`config.mk`:
```
export PLATFORM = sky130hd
export DESIGN_NAME = modcounter_pro
export DESIGN_NICKNAME = d
export VERILOG_FILES = /design/src/rtl/modcounter_pro_pkg.sv /design/src/rtl/modcounter_pro_btn_debounce.sv /design/src/rtl/modcounter_pro.sv
export SDC_FILE = /design/constraint.sdc
export NUM_CORES = 1
export LEC_CHECK = 0
export ABC_AREA = 1
export BUFFER_PORTS_ARGS = -buffer_cell sky130_fd_sc_hd__buf_2
export CORE_MARGIN = 3
export CORE_UTILIZATION = 47
export CTS_CLUSTER_DIAMETER = 60
export DETAILED_ROUTE_END_ITERATION = 16
export GPL_ROUTABILITY_DRIVEN = 0
export GPL_TIMING_DRIVEN = 1
export PLACE_DENSITY = 0.68
export SYNTH_ARGS = -nofsm -noshare
export SYNTH_HDL_FRONTEND = slang
export SYNTH_SLANG_ARGS = --single-unit
```
`constraint.sdc`:
```
create_clock -name clk -period 2 [get_ports clk]
set_input_delay 0.1 -clock clk [delete_from_list [all_inputs] [get_ports clk]]
set_output_delay 0.1 -clock clk [all_outputs]
set_load 0.005 [all_outputs]
```
`src/rtl/modcounter_pro_pkg.sv`:
```
// rtl/modcounter_pro_pkg.sv - step mode encodings and width helper for modcounter_pro
package modcounter_pro_pkg;

    localparam logic [2:0] MODE_UP    = 3'd0;
    localparam logic [2:0] MODE_DOWN  = 3'd1;
    localparam logic [2:0] MODE_PP    = 3'd2;
    localparam logic [2:0] MODE_LOAD  = 3'd3;
    localparam logic [2:0] MODE_UPSAT = 3'd4;
    localparam logic [2:0] MODE_DNSAT = 3'd5;
    localparam logic [2:0] MODE_HOLD  = 3'd6;

    // Never returns 0 so that a value of 1 still yields a usable 1-bit counter.
    function automatic int clog2(input int value);
        int r;
        r = 0;
        while ((1 << r) < value) r = r + 1;
        return (r < 1) ? 1 : r;
    endfunction

endpackage

```
`src/rtl/modcounter_pro_btn_debounce.sv`:
```
// rtl/modcounter_pro_btn_debounce.sv - button synchroniser, debounce window and auto-repeat
module modcounter_pro_btn_debounce
    import modcounter_pro_pkg::*;
#(
    parameter int DEB_CYCLES    = 2000000,
    parameter int REPEAT_CYCLES = 0
) (
    input  logic clk,
    input  logic rst,
    input  logic btn_i,
    output logic step_o
);

    localparam int DW = clog2(DEB_CYCLES + 1);
    localparam int RW = clog2(REPEAT_CYCLES + 1);
    localparam logic [DW-1:0] DEB_MAX  = DW'(DEB_CYCLES);
    localparam logic [RW-1:0] REP_LAST = RW'(REPEAT_CYCLES - 1);

    logic          syn1_q;
    logic          syn2_q;
    logic [DW-1:0] deb_q;
    logic [RW-1:0] rep_q;
    logic          step_q;

    always_ff @(posedge clk or posedge rst) begin
        if (rst) begin
            syn1_q <= 1'b0;
            syn2_q <= 1'b0;
            deb_q  <= '0;
            rep_q  <= '0;
            step_q <= 1'b0;
        end else begin
            syn1_q <= btn_i;
            syn2_q <= syn1_q;
            step_q <= 1'b0;
            if (!syn2_q) begin
                deb_q <= '0;
                rep_q <= '0;
            end else if (deb_q != DEB_MAX) begin
                deb_q <= deb_q + DW'(1);
                step_q <= (deb_q == DEB_MAX - DW'(1));
            end else if (REPEAT_CYCLES > 0) begin
                // Repeat window only runs once the press is accepted and held.
                if (rep_q == REP_LAST) begin
                    rep_q  <= '0;
                    step_q <= 1'b1;
                end else begin
                    rep_q <= rep_q + RW'(1);
                end
            end
        end
    end

    assign step_o = step_q;

endmodule

```
`src/rtl/modcounter_pro.sv`:
```
// rtl/modcounter_pro.sv - debounced modulo counter with wrap, ping-pong, load and saturating modes
module modcounter_pro
    import modcounter_pro_pkg::*;
#(
    parameter int N             = 16,
    parameter int DEB_CYCLES    = 2000000,
    parameter int REPEAT_CYCLES = 0,
    localparam int W            = clog2(N)
) (
    input  logic         clk,
    input  logic         rst,
    input  logic         btn_in,
    input  logic [2:0]   ctrl,
    input  logic [W-1:0] load_data,
    output logic [W-1:0] count,
    output logic [N-1:0] t_count,
    output logic         dir,
    output logic         wrap,
    output logic         sat
);

    localparam logic [W-1:0] MAX = W'(N - 1);
    localparam logic [W-1:0] ONE = W'(1);

    logic         step;
    logic [W-1:0] count_q, count_d;
    logic         dir_q, dir_d;
    logic         wrap_q, wrap_d;
    logic         sat_q, sat_d;

    modcounter_pro_btn_debounce #(
        .DEB_CYCLES    (DEB_CYCLES),
        .REPEAT_CYCLES (REPEAT_CYCLES)
    ) u_debounce (
        .clk    (clk),
        .rst    (rst),
        .btn_i  (btn_in),
        .step_o (step)
    );

    always_comb begin
        count_d = count_q;
        dir_d   = dir_q;
        sat_d   = sat_q;
        wrap_d  = 1'b0;
        if (step) begin
            dir_d = 1'b0;
            sat_d = 1'b0;
            case (ctrl)
                MODE_UP: begin
                    if (count_q == MAX) begin
                        count_d = '0;
                        wrap_d  = 1'b1;
                    end else begin
                        count_d = count_q + ONE;
                    end
                end
                MODE_DOWN: begin
                    if (count_q == '0) begin
                        count_d = MAX;
                        wrap_d  = 1'b1;
                    end else begin
                        count_d = count_q - ONE;
                    end
                end
                MODE_PP: begin
                    dir_d = dir_q;
                    if (!dir_q && count_q == MAX) begin
                        dir_d   = 1'b1;
                        count_d = MAX - ONE;
                        wrap_d  = 1'b1;
                    end else if (dir_q && count_q == '0) begin
                        dir_d   = 1'b0;
                        count_d = ONE;
                        wrap_d  = 1'b1;
                    end else if (dir_q) begin
                        count_d = count_q - ONE;
                    end else begin
                        count_d = count_q + ONE;
                    end
                end
                // Out-of-range loads fall back to 0 so count never leaves 0..N-1.
                MODE_LOAD: count_d = (int'(load_data) < N) ? load_data : '0;
                MODE_UPSAT: begin
                    if (count_q == MAX) begin
                        sat_d = 1'b1;
                    end else begin
                        count_d = count_q + ONE;
                        sat_d   = (count_q == MAX - ONE);
                    end
                end
                MODE_DNSAT: begin
                    if (count_q == '0) begin
                        sat_d = 1'b1;
                    end else begin
                        count_d = count_q - ONE;
                        sat_d   = (count_q == ONE);
                    end
                end
                MODE_HOLD: ;
                default: ;
            endcase
        end
    end

    always_ff @(posedge clk or posedge rst) begin
        if (rst) begin
            count_q <= '0;
            dir_q   <= 1'b0;
            wrap_q  <= 1'b0;
            sat_q   <= 1'b0;
        end else begin
            count_q <= count_d;
            dir_q   <= dir_d;
            wrap_q  <= wrap_d;
            sat_q   <= sat_d;
        end
    end

    always_comb begin
        t_count = '0;
        for (int i = 0; i < N; i++) begin
            t_count[i] = (i < int'(count_q));
        end
    end

    assign count = count_q;
    assign dir   = dir_q;
    assign wrap  = wrap_q;
    assign sat   = sat_q;

endmodule

```
== Yosys cells after proc, flatten, opt, wreduce, memory -nomap -nowiden ==
Index checks and enable logic that the tools add are counted.

* $add $sub $neg: 3
* $lt $le $gt $ge: 15
* Eq/ne operators: 14
* Mux-type cells: 24
* Reductions and logical operators: 8

{| class="wikitable"
|+ Operators by type and width
! cell !! count
|-
| 21-bit 2-to-1 mux || 2
|-
| 4-bit less-than comparator (first input constant) || 7
|-
| 4-bit 2-to-1 mux || 7
|-
| 4-bit one-hot mux with 6 select lines || 1
|-
| 21-bit by 1-bit adder with 21-bit output (second input constant) || 1
|-
| 21-bit == test (second input constant) || 1
|-
| 21-bit != test (second input constant) || 1
|-
| 3-bit by 4-bit less-than comparator with 1-bit output (first input constant) || 4
|-
| 1-bit 2-to-1 mux || 12
|-
| 4-bit == test (second input constant) || 2
|-
| 1-bit by 4-bit less-than comparator with 1-bit output (first input constant) || 2
|-
| 2-bit by 4-bit less-than comparator with 1-bit output (first input constant) || 2
|-
| 3-bit by 2-bit == test with 1-bit output (second input constant) || 2
|-
| 3-bit == test (second input constant) || 2
|-
| 2-bit != test (second input constant) || 3
|-
| 6-bit nonzero test || 1
|-
| 4-bit by 1-bit adder with 4-bit output (second input constant) || 1
|-
| 4-bit by 1-bit == test with 1-bit output (second input constant) || 1
|-
| 4-bit logical NOT || 1
|-
| 4-bit AND reduction || 1
|-
| 4-bit by 1-bit subtractor with 4-bit output (second input constant) || 1
|-
| 3-bit by 1-bit == test with 1-bit output (second input constant) || 1
|-
| 3-bit logical NOT || 1
|-
| 3-bit != test (second input constant) || 1
|-
| 5 further kinds || 6
|}

* Register bits: 31
* Input port bits: 10
* Output and inout port bits: 23
* Word-level logic and storage cells: 72

== Depth between registers and ports, before layout ==
Gate-level depths: netlist (run 1).

* Depth after elaboration: 6
* Mapped depth: 11
* Mapped depth without buffers: 11

== Cells and area by module ==
A second synthesis (run 1) with hierarchy kept.

* Cell total of the unflattened synthesis: 335
* Area total of the unflattened synthesis: 2255.9 sq um

{| class="wikitable"
|+ Modules (own cells, without submodules)
! module !! instances !! cells an instance !! area an instance (sq um) !! sequential area each (sq um)
|-
| modcounter_pro_btn_debounce || 1 || 199 || 1386.3 || 600.6
|-
| modcounter_pro || 1 || 136 || 869.6 || 175.2
|}

== Least setup slack after synthesis (run 1) ==
Ideal clock, no wire load.

* Kind: register to register
* Start: register count_q[0] (netlist: count[0])
* End: register count_q[3] (netlist: count[3])
* Library setup time: 0.117 ns
* Data arrival time: 1.371 ns
* Data required time: 1.883 ns
* Setup slack: 0.512 ns
* Cell stages (with the launch flop): 11
* Path buffers: 0
* Period minus slack after synthesis: 1.488 ns
* Cells stage by stage: dfrtp_1 -> inv_1 -> ha_1 -> nand2_4 -> inv_1 -> nand2_1 -> nand2_1 -> nor2_1 -> nand2_1 -> nor2_1 -> nor2_1

* Cells in the longest elaborated chain, start to end: 5
* Elaborated cells between the ends (all ways): 17
* Those cells by class: 2 x add/sub; 3 x eq/ne; 8 x mux; 4 x reduce/logical

{| class="wikitable"
|+ Ends and longest elaborated chain
! element !! RTL line !! RTL
|-
| from (decl) || modcounter_pro.sv:26 || <nowiki>logic [W-1:0] count_q, count_d;</nowiki>
|-
| from (signal assigned) || modcounter_pro.sv:113 || <nowiki>count_q <= count_d;</nowiki>
|-
| 4-bit by 1-bit adder with 4-bit output, or another cell as far along || modcounter_pro.sv:55, modcounter_pro.sv:79, modcounter_pro.sv:88 ||
|-
| 4-bit 2-to-1 mux / 1-bit logical AND (equally long branches) || modcounter_pro.sv:76, modcounter_pro.sv:72 ||
|-
| 4-bit 2-to-1 mux || modcounter_pro.sv:72 || <nowiki>end else if (dir_q && count_q == '0) begin</nowiki>
|-
| 4-bit 2-to-1 mux || modcounter_pro.sv:68 || <nowiki>if (!dir_q && count_q == MAX) begin</nowiki>
|-
| 4-bit one-hot mux with 6 select lines || modcounter_pro.sv:49 || <nowiki>case (ctrl)</nowiki>
|}

Parallel ways exist; a longest one is shown, timed or not. The select of a mux whose other input is x is not followed.
A chain may end at the register's enable or synchronous reset.

== Final worst setup path (run 1) ==
Same ends and word-level chain as after synthesis.

==> impl_metrics.sql, run 1 <==
INSERT INTO impl_metrics (metric_group, metric, value, unit) VALUES
('worst_setup_path', 'timing.setup.critical_path_class', 'flip-flop to flip-flop', ''),
('power_and_ir_drop', 'netSwitchingPower', '300', 'uW'),
('global_route', 'globalRouteMet1Util', '0.297', ''),
('route', 'detailroute.via_count', '2087', ''),
('synth', 'synth_xor_xnor_area_share', '0.0320', ''),
('timing', 'timing.final.hold_violations', '0', ''),
('die', 'initial_utilization', '0.495', ''),
('route', 'routed_wirelength', '4.95', 'mm'),
('clock_network', 'cts_buffers', '5', ''),
('power_and_ir_drop', 'intPower', '1070', 'uW'),
('clock_network', 'h-tree-depth', '2', ''),
('job', 'max_cap_violations', '0', ''),
('worst_setup_path', 'type_of_element_launching_the_critical_path', 'flip-flop', ''),
('synth', 'synthMostInstantiatedCell', 'sky130_fd_sc_hd__nand2_1', ''),
('route', 'detail_route.first_pass.iterations', '4', ''),
('timing', 'period_needed', '1.79', 'ns'),
('synth', 'synthSimpleGateAreaFrac', '0.387', ''),
('synth', 'yosys-top-cells-area', 'sky130_fd_sc_hd__dfrtp_1 35%, sky130_fd_sc_hd__nand2_1 12%, sky130_fd_sc_hd__nor2_1 10%, sky130_fd_sc_hd__inv_1 7.7%, sky130_fd_sc_hd__nand3_1 4.8%', ''),
('synth', 'synth_fa_ha_area_frac', '0.0400', ''),
('synth', 'mean_syn_cell_area', '6.90', 'um^2'),
('synth', 'most_frequently_used_flop_master_after_synthesis', 'sky130_fd_sc_hd__dfrtp_1', ''),
('synth', 'synth_commonest_cells', '71 x sky130_fd_sc_hd__nand2_1, 58 x sky130_fd_sc_hd__nor2_1, 45 x sky130_fd_sc_hd__inv_1', ''),
('finish', 'syn_to_final_growth', '15.5', '%'),
('synth', 'syn-num-nets', '334', ''),
('synth', 'synth_cells', '317', ''),
('clock_network', 'cts.sinks', '31', ''),
('status', 'run_status', 'completed', ''),
('finish', 'instances_no_fill', '407', ''),
('timing', 'slew_violations', '0', ''),
('timing', 'timing.setup.tns', '0', 'ns'),
('synth', 'synthMuxAreaShare', '0', ''),
('synth', 'main_combinational_cell_family_by_area_after_synthesis', 'simple AND/OR/NAND/NOR gates', ''),
('die', 'num_io_pins', '33', ''),
('synth', 'yosys.area.top_type', 'sky130_fd_sc_hd__dfrtp_1', ''),
('clock_network', 'worst_skew_pair.late_latency', '0.29', 'ns'),
('worst_setup_path', 'crit_fanout', '7', ''),
('worst_setup_path', 'required', '2.18', 'ns'),
('power_and_ir_drop', 'clock_power_frac', '0.465', ''),
('power_and_ir_drop', 'ir_worst_vdd', '0.544', 'mV'),
('timing', 'unrepaired_setup_endpoints_after_global_routing', 'false', ''),
('clock_network', 'clockBufferDepth', '2', ''),
('clock_network', 'cts_tree', 'done', ''),
('timing', 'timing.slew.headroom', '0.612', ''),
('global_route', 'antenna_found_initial', '0', ''),
('clock_network', 'cts.root.buffer_cell', 'sky130_fd_sc_hd__clkbuf_8', ''),
('worst_setup_path', 'cp_data_arrival_time', '1.97', 'ns'),
('route', 'drc_errors', '0', ''),
('global_route', 'groute.layer.met2.usage', '0.291', ''),
('synth', 'synth_edf_count', '0', ''),
('worst_hold_path', 'hold_class', 'input port to flip-flop', ''),
('global_route', 'gr-max-usage-layer', 'met1', ''),
('global_route', 'grt.total_usage', '0.198', ''),
('global_route', 'grt_util_met3', '0.0365', ''),
('synth', 'compound_gate_portion_of_the_synthesized_area', '0.0870', ''),
('synth', 'ys_seq_area_frac', '0.355', ''),
('die', 'coreArea', '0.00441', 'mm^2'),
('clock_network', 'cts_resized', '0', ''),
('timing', 'fin_crit_sh', '0.896', ''),
('power_and_ir_drop', 'leak', '0.00130', 'uW'),
('synth', 'ys_types', '30', ''),
('placed_design', 'dpl.hpwl', '3.84', 'mm'),
('synth', 'syn-cell-area', '0.00219', 'mm^2'),
('placed_design', 'post-place-cells', '397', ''),
('timing', 'skew', '0.0102', 'ns'),
('power_and_ir_drop', 'netSwitchingFraction', '0.219', ''),
('global_route', 'grt_pass1_vias', '1899', ''),
('finish', 'stdcell_area', '0.00253', 'mm^2'),
('clock_network', 'holdBufCountCts', '2', ''),
('power_and_ir_drop', 'power_frac_comb', '0.064', ''),
('finish', 'fin_nets', '371', ''),
('die', 'placement_rows', '24', '');
critical path: stages, from the launching register on:
cell and delay [ns]:
sky130_fd_sc_hd__dfrtp_1 0.48, sky130_fd_sc_hd__inv_1 0.18, sky130_fd_sc_hd__ha_1 0.32, sky130_fd_sc_hd__nand2_4 0.14, sky130_fd_sc_hd__inv_1 0.06, sky130_fd_sc_hd__nand2_1 0.10
sky130_fd_sc_hd__nand2_1 0.09, sky130_fd_sc_hd__nor2_1 0.09, sky130_fd_sc_hd__nand2_1 0.07, sky130_fd_sc_hd__nor2_1 0.11, sky130_fd_sc_hd__nor2_1 0.05
final timing paths:
| path | from | end | slack, ns | depth (start not counted) |
|---|---|---|---|---|
| hold / removal | ctrl[1] | wrap | 0.24 | 4 |
| setup / recovery | count[0] | count[3] | 0.21 | 10 |
| hold reg to reg | u_debounce.syn1_q | u_debounce.syn2_q | 0.36 | 0 |
| setup reg to reg | count[0] | count[3] | 0.21 | 10 |
| min in group asynchronous | rst | u_debounce.deb_q[3] | 0.42 | 4 |
| max in group asynchronous | rst | u_debounce.deb_q[10] | 1.28 | 4 |
registers in the layout, indices dropped and copies added (netlist names):
signal	count
u_debounce.syn2_q	1
u_debounce.step_o	1
wrap	1
u_debounce.deb_q	21
sat	1
u_debounce.syn1_q	1
dir	1
count	4
layout by cell type, fill, tap and decap left out:
master | Yosys | routed
sky130_fd_sc_hd__nand2_2 | 3 | 3
sky130_fd_sc_hd__nor3_1 | 6 | 6
sky130_fd_sc_hd__a21oi_1 | 11 | 11
sky130_fd_sc_hd__bufinv_16 | 0 | 1
sky130_fd_sc_hd__dlygate4sd3_1 | 0 | 2
sky130_fd_sc_hd__nor3_2 | 1 | 1
sky130_fd_sc_hd__and2_1 | 1 | 1
sky130_fd_sc_hd__nand2_4 | 2 | 2
sky130_fd_sc_hd__o21ai_2 | 2 | 2
sky130_fd_sc_hd__o21ai_0 | 13 | 13
sky130_fd_sc_hd__o211ai_1 | 2 | 2
sky130_fd_sc_hd__o21bai_1 | 1 | 1
sky130_fd_sc_hd__ha_1 | 7 | 7
sky130_fd_sc_hd__inv_1 | 45 | 45
sky130_fd_sc_hd__nor2_4 | 6 | 6
sky130_fd_sc_hd__dfrtp_1 | 31 | 31
sky130_fd_sc_hd__inv_2 | 3 | 3
sky130_fd_sc_hd__nand3_4 | 1 | 1
sky130_fd_sc_hd__o21a_1 | 1 | 1
sky130_fd_sc_hd__xor2_1 | 8 | 8
sky130_fd_sc_hd__nand3_1 | 21 | 21
sky130_fd_sc_hd__a31oi_1 | 2 | 2
sky130_fd_sc_hd__nor2_1 | 58 | 58
sky130_fd_sc_hd__nand4_1 | 10 | 10
sky130_fd_sc_hd__clkinv_2 | 0 | 1
sky130_fd_sc_hd__buf_4 | 2 | 2
sky130_fd_sc_hd__conb_1 | 1 | 1
sky130_fd_sc_hd__clkbuf_8 | 0 | 6
sky130_fd_sc_hd__buf_2 | 0 | 31
sky130_fd_sc_hd__o21ai_1 | 2 | 2
sky130_fd_sc_hd__nor2_2 | 1 | 1
sky130_fd_sc_hd__nand3b_1 | 2 | 2
sky130_fd_sc_hd__nand2_1 | 71 | 71
area by class of cell:
type	instances	area, um^2
fillers	438	1890
multi-input cells	233	1200
flip-flops and latches	31	776
repair buffers	35	190
inverters	48	180
clock buffers	6	82.6
well taps	52	65.1
clock inverters	2	35.0
logic make-up after synthesis:
family	count (synthesis)
AND/OR/NAND/NOR	183
XOR/XNOR	8
buffers and inverters	53
adder cells (fa/ha/maj)	7
AO/OA/AOI/OAI	34
flip-flops	31
other	1
per-stage QoR:
stage / total power (uW) / hold WS, ns / setup slack (ns) / util
2_1_floorplan: 711 / 0.131 / 0.512 / -
3_3_place_gp: 739 / 0.197 / 0.280 / 0.541
3_5_place_dp: 740 / 0.198 / 0.249 / 0.541
4_1_cts: 1390 / 0.215 / 0.238 / 0.572
5_1_grt: 1420 / 0.261 / 0.0797 / 0.572
6_report: 1370 / 0.242 / 0.209 / 0.572
layer usage:
metal,wire length (um),share of wire
met5,0,0
met2,2130,0.43
met3,213,0.043
met1,2540,0.51
met4,62,0.013
power by group through the flow:
stage          sequential (uW)  combinational, uW  clock, uW
2_1_floorplan              652               58.8          0
3_3_place_gp               654               85.4          0
3_5_place_dp               654               85.5          0
4_1_cts                    643               88.9        655
5_1_grt                    643                103        676
6_report                   643               88.2        636
Note: power is estimated with default switching activity, not from simulation.
==> run 2: changes to the inputs <==
--- a/config.mk
+++ b/config.mk
@@ -7,13 +7,15 @@
 export LEC_CHECK = 0
 export ABC_AREA = 1
 export BUFFER_PORTS_ARGS = -buffer_cell sky130_fd_sc_hd__buf_2
+export CELL_PAD_IN_SITES_DETAIL_PLACEMENT = 1
+export CELL_PAD_IN_SITES_GLOBAL_PLACEMENT = 2
 export CORE_MARGIN = 3
-export CORE_UTILIZATION = 47
+export CORE_UTILIZATION = 31
 export CTS_CLUSTER_DIAMETER = 60
 export DETAILED_ROUTE_END_ITERATION = 16
 export GPL_ROUTABILITY_DRIVEN = 0
 export GPL_TIMING_DRIVEN = 1
-export PLACE_DENSITY = 0.68
+export PLACE_DENSITY_LB_ADDON = 0.1
 export SYNTH_ARGS = -nofsm -noshare
 export SYNTH_HDL_FRONTEND = slang
 export SYNTH_SLANG_ARGS = --single-unit
==> run 2 against run 1 <==
Setup slack improved by 0.019 ns. Critical path depth is the same. Final cell count increased by 10%. Via count grew 0.24%. First-iteration DRC count is 36% lower. Die area increased by 47%. Critical endpoint is now count[2]. Wire length is 28% higher. Non-clock buffer count is 1 higher. Worst hold slack worse by 0.023 ns. Total power shrank 9.3%. Cell area grew 1.2%. Global-route usage down 3.7 points.
==> impl_metrics.sql, run 2 (synthesis gave the netlist of run 1 again) <==
INSERT INTO impl_metrics (metric_group, metric, value, unit) VALUES
('clock_network', 'worst_skew_pair.late_latency', '0.28', 'ns'),
('worst_setup_path', 'cpMostUsedCell', 'sky130_fd_sc_hd__nor2_1', ''),
('timing', 'timing.setup.tns', '0', 'ns'),
('clock_network', 'cts_buffers', '5', ''),
('die', 'fp.dieH', '90.0', 'um'),
('route', 'routed_wirelength', '6.35', 'mm'),
('status', 'run_status', 'completed', ''),
('finish', 'layout.core_utilization', '0.387', ''),
('finish', 'layout.cells.most_common', 'sky130_fd_sc_hd__nand2_1', ''),
('die', 'placement_rows', '29', ''),
('timing', 'slew_violations', '0', ''),
('worst_setup_path', 'cp_data_arrival_time', '1.95', 'ns'),
('finish', 'antenna_cells', '0', ''),
('power_and_ir_drop', 'power.density_cell_area', '485', 'mW/mm^2'),
('finish', 'area_used_by_multi_input_combinational_logic', '0.00120', 'mm^2'),
('global_route', 'gr-max-usage-layer', 'met1', ''),
('worst_setup_path', 'reg2reg_from', 'count[0]', ''),
('global_route', 'grt.total_usage', '0.161', ''),
('clock_network', 'path_clk_slew', '0.07', 'ns'),
('route', 'drc_errors', '0', ''),
('job', 'max_cap_violations', '0', ''),
('timing', 'period_needed', '1.77', 'ns'),
('global_route', 'grt_first_pass_wirelength', '10.7', 'mm'),
('clock_network', 'h-tree-depth', '2', ''),
('worst_setup_path', 'cp-end-kind', 'flip-flop', ''),
('worst_setup_path', 'critical_path.slowest_cell', 'sky130_fd_sc_hd__dfrtp_2', ''),
('worst_setup_path', 'crit_fanout', '7', ''),
('die', 'initial_utilization', '0.331', ''),
('route', 'antenna_violating_nets_post_route', '0', ''),
('power_and_ir_drop', 'leak', '0.00129', 'uW'),
('die', 'die_area', '0.00810', 'mm^2'),
('worst_setup_path', 'timing.setup.critical_path_class', 'flip-flop to flip-flop', ''),
('timing', 'skew', '0.00483', 'ns'),
('finish', 'syn_to_final_growth', '16.9', '%'),
('timing', 'finalSetupViolCount', '0', ''),
('clock_network', 'cts_tree', 'done', ''),
('worst_setup_path', 'cell_by_cell_listing_of_the_critical_path', 'inv_1 > ha_1 > nand2_4 > inv_1 > nand2_1 > o21ai_0 > nor2_1 > nand2_1 > nor2_1 > nor2_1', ''),
('global_route', 'globalRouteMet1Util', '0.250', ''),
('die', 'coreArea', '0.00660', 'mm^2'),
('die', 'die_width', '90.0', 'um'),
('worst_setup_path', 'buffers_inverters_on_critical_path', '2', ''),
('worst_hold_path', 'timing.hold.worst.start', 'ctrl[1]', ''),
('route', 'detailroute.via_count', '2092', ''),
('worst_setup_path', 'required', '2.17', 'ns'),
('worst_setup_path', 'cp_top_family', 'simple AND/OR/NAND/NOR gates', ''),
('worst_setup_path', 'cp-startpoint', 'count[0]', ''),
('route', 'viasPerCell', '4.67', ''),
('finish', 'register_ranked_first_by_flip_flop_count', 'u_debounce.deb_q', ''),
('route', 'wl_per_instance', '14.2', 'um'),
('global_route', 'grt_overflow_total', '0', ''),
('timing', 'timing.final.hold_violations', '0', ''),
('finish', 'layout-drive-gt1-share', '0.175', ''),
('clock_network', 'cts.sinks', '31', ''),
('die', 'num_io_pins', '33', ''),
('placed_design', 'dpl.hpwl', '5.06', 'mm'),
('global_route', 'maximum_number_of_pins_on_one_net_before_global_route_repair', '32', ''),
('global_route', 'groute.layer.met2.usage', '0.230', ''),
('clock_network', 'cts_setup_buffers', '0', ''),
('finish', 'layout.cells.most_common_list', '71 x sky130_fd_sc_hd__nand2_1, 58 x sky130_fd_sc_hd__nor2_1, 45 x sky130_fd_sc_hd__inv_1, 31 x sky130_fd_sc_hd__buf_2, 29 x sky130_fd_sc_hd__dfrtp_1', ''),
('timing', 'unrepaired_setup_endpoints_after_global_routing', 'false', ''),
('finish', 'register_area', '778', 'um^2'),
('timing', 'timing.fmax', '564', 'MHz'),
('global_route', 'grt_util_met3', '0.0275', ''),
('route', 'detailedRoute.firstIterationViolations', '89', ''),
('route', 'detail_route.first_pass.iterations', '4', ''),
('finish', 'number_of_fill_cells', '862', ''),
('clock_network', 'cts.root.buffer_cell', 'sky130_fd_sc_hd__clkbuf_8', ''),
('finish', 'largest_register_ff_count', '21', ''),
('power_and_ir_drop', 'ir_worst_vdd', '0.254', 'mV'),
('global_route', 'grt_pass1_vias', '2083', ''),
('worst_setup_path', 'crit_path_max_incr_delay', '0.44', 'ns'),
('finish', 'fin_nets', '372', ''),
('worst_hold_path', 'hold_class', 'input port to flip-flop', ''),
('global_route', 'antenna_found_initial', '0', ''),
('worst_setup_path', 'type_of_element_launching_the_critical_path', 'flip-flop', ''),
('timing', 'fin_crit_sh', '0.886', ''),
('placed_design', 'count_of_buffers_from_port_buffering', '31', ''),
('clock_network', 'clockBufferDepth', '2', '');
run 2: layer usage:
metal	vias to the layer above	wire (um)
li1	1069	-
met1	986	3510
met2	29	2610
met3	8	174
met4	0	54
met5	-	0
run 2: power breakdown:
part | internal [uW] | switching [uW]
Sequential | 634 | 10.1
Clock | 270 | 233
Combinational | 30.5 | 62.0
Total | 934 | 305
run 2: area by class of cell:
| cell class | instances | area share |
|---|---|---|
| flip-flops and latches | 31 | 0.304 |
| well taps | 93 | 0.0455 |
| repair buffers | 36 | 0.0773 |
| inverters | 48 | 0.0705 |
| clock inverters | 1 | 0.00196 |
| clock buffers | 6 | 0.0323 |
| multi-input cells | 233 | 0.468 |
run 2: worst paths after layout:
| path | endpoint | slack, ns | depth (start not counted) |
|---|---|---|---|
| min in group asynchronous | sat | 0.45 | 4 |
| min reg2reg | u_debounce.syn2_q | 0.36 | 0 |
| min | wrap | 0.22 | 4 |
| max | count[2] | 0.23 | 10 |
| max in group asynchronous | count[0] | 1.24 | 4 |
| max reg2reg | count[2] | 0.23 | 10 |
run 2: worst min-delay path: cells and delay by family:
family / cells / cell delay [ns]
simple gates: 2 / 0.16
compound gates: 1 / 0.08
buf+inv: 1 / 0.12
run 2: what timing repair did:
action                     CTS  global route
setup endpoints to repair    0             3
hold endpoints to repair    32             0
hold buffers                 2             0
gates resized for setup      0             2
run 2: metrics by stage:
stage / power, uW / instance area (um^2) / std cells / hold slack, ns / setup WS [ns]
after floorplan: 711 / 2190 / 317 / 0.131 / 0.512
after global placement: 748 / 2450 / 439 / 0.210 / 0.242
after detailed placement: 748 / 2450 / 439 / 0.210 / 0.120
after CTS: 1270 / 2550 / 448 / 0.220 / 0.109
after global routing: 1300 / 2560 / 448 / 0.267 / 0.0398
final: 1240 / 2560 / 448 / 0.220 / 0.228
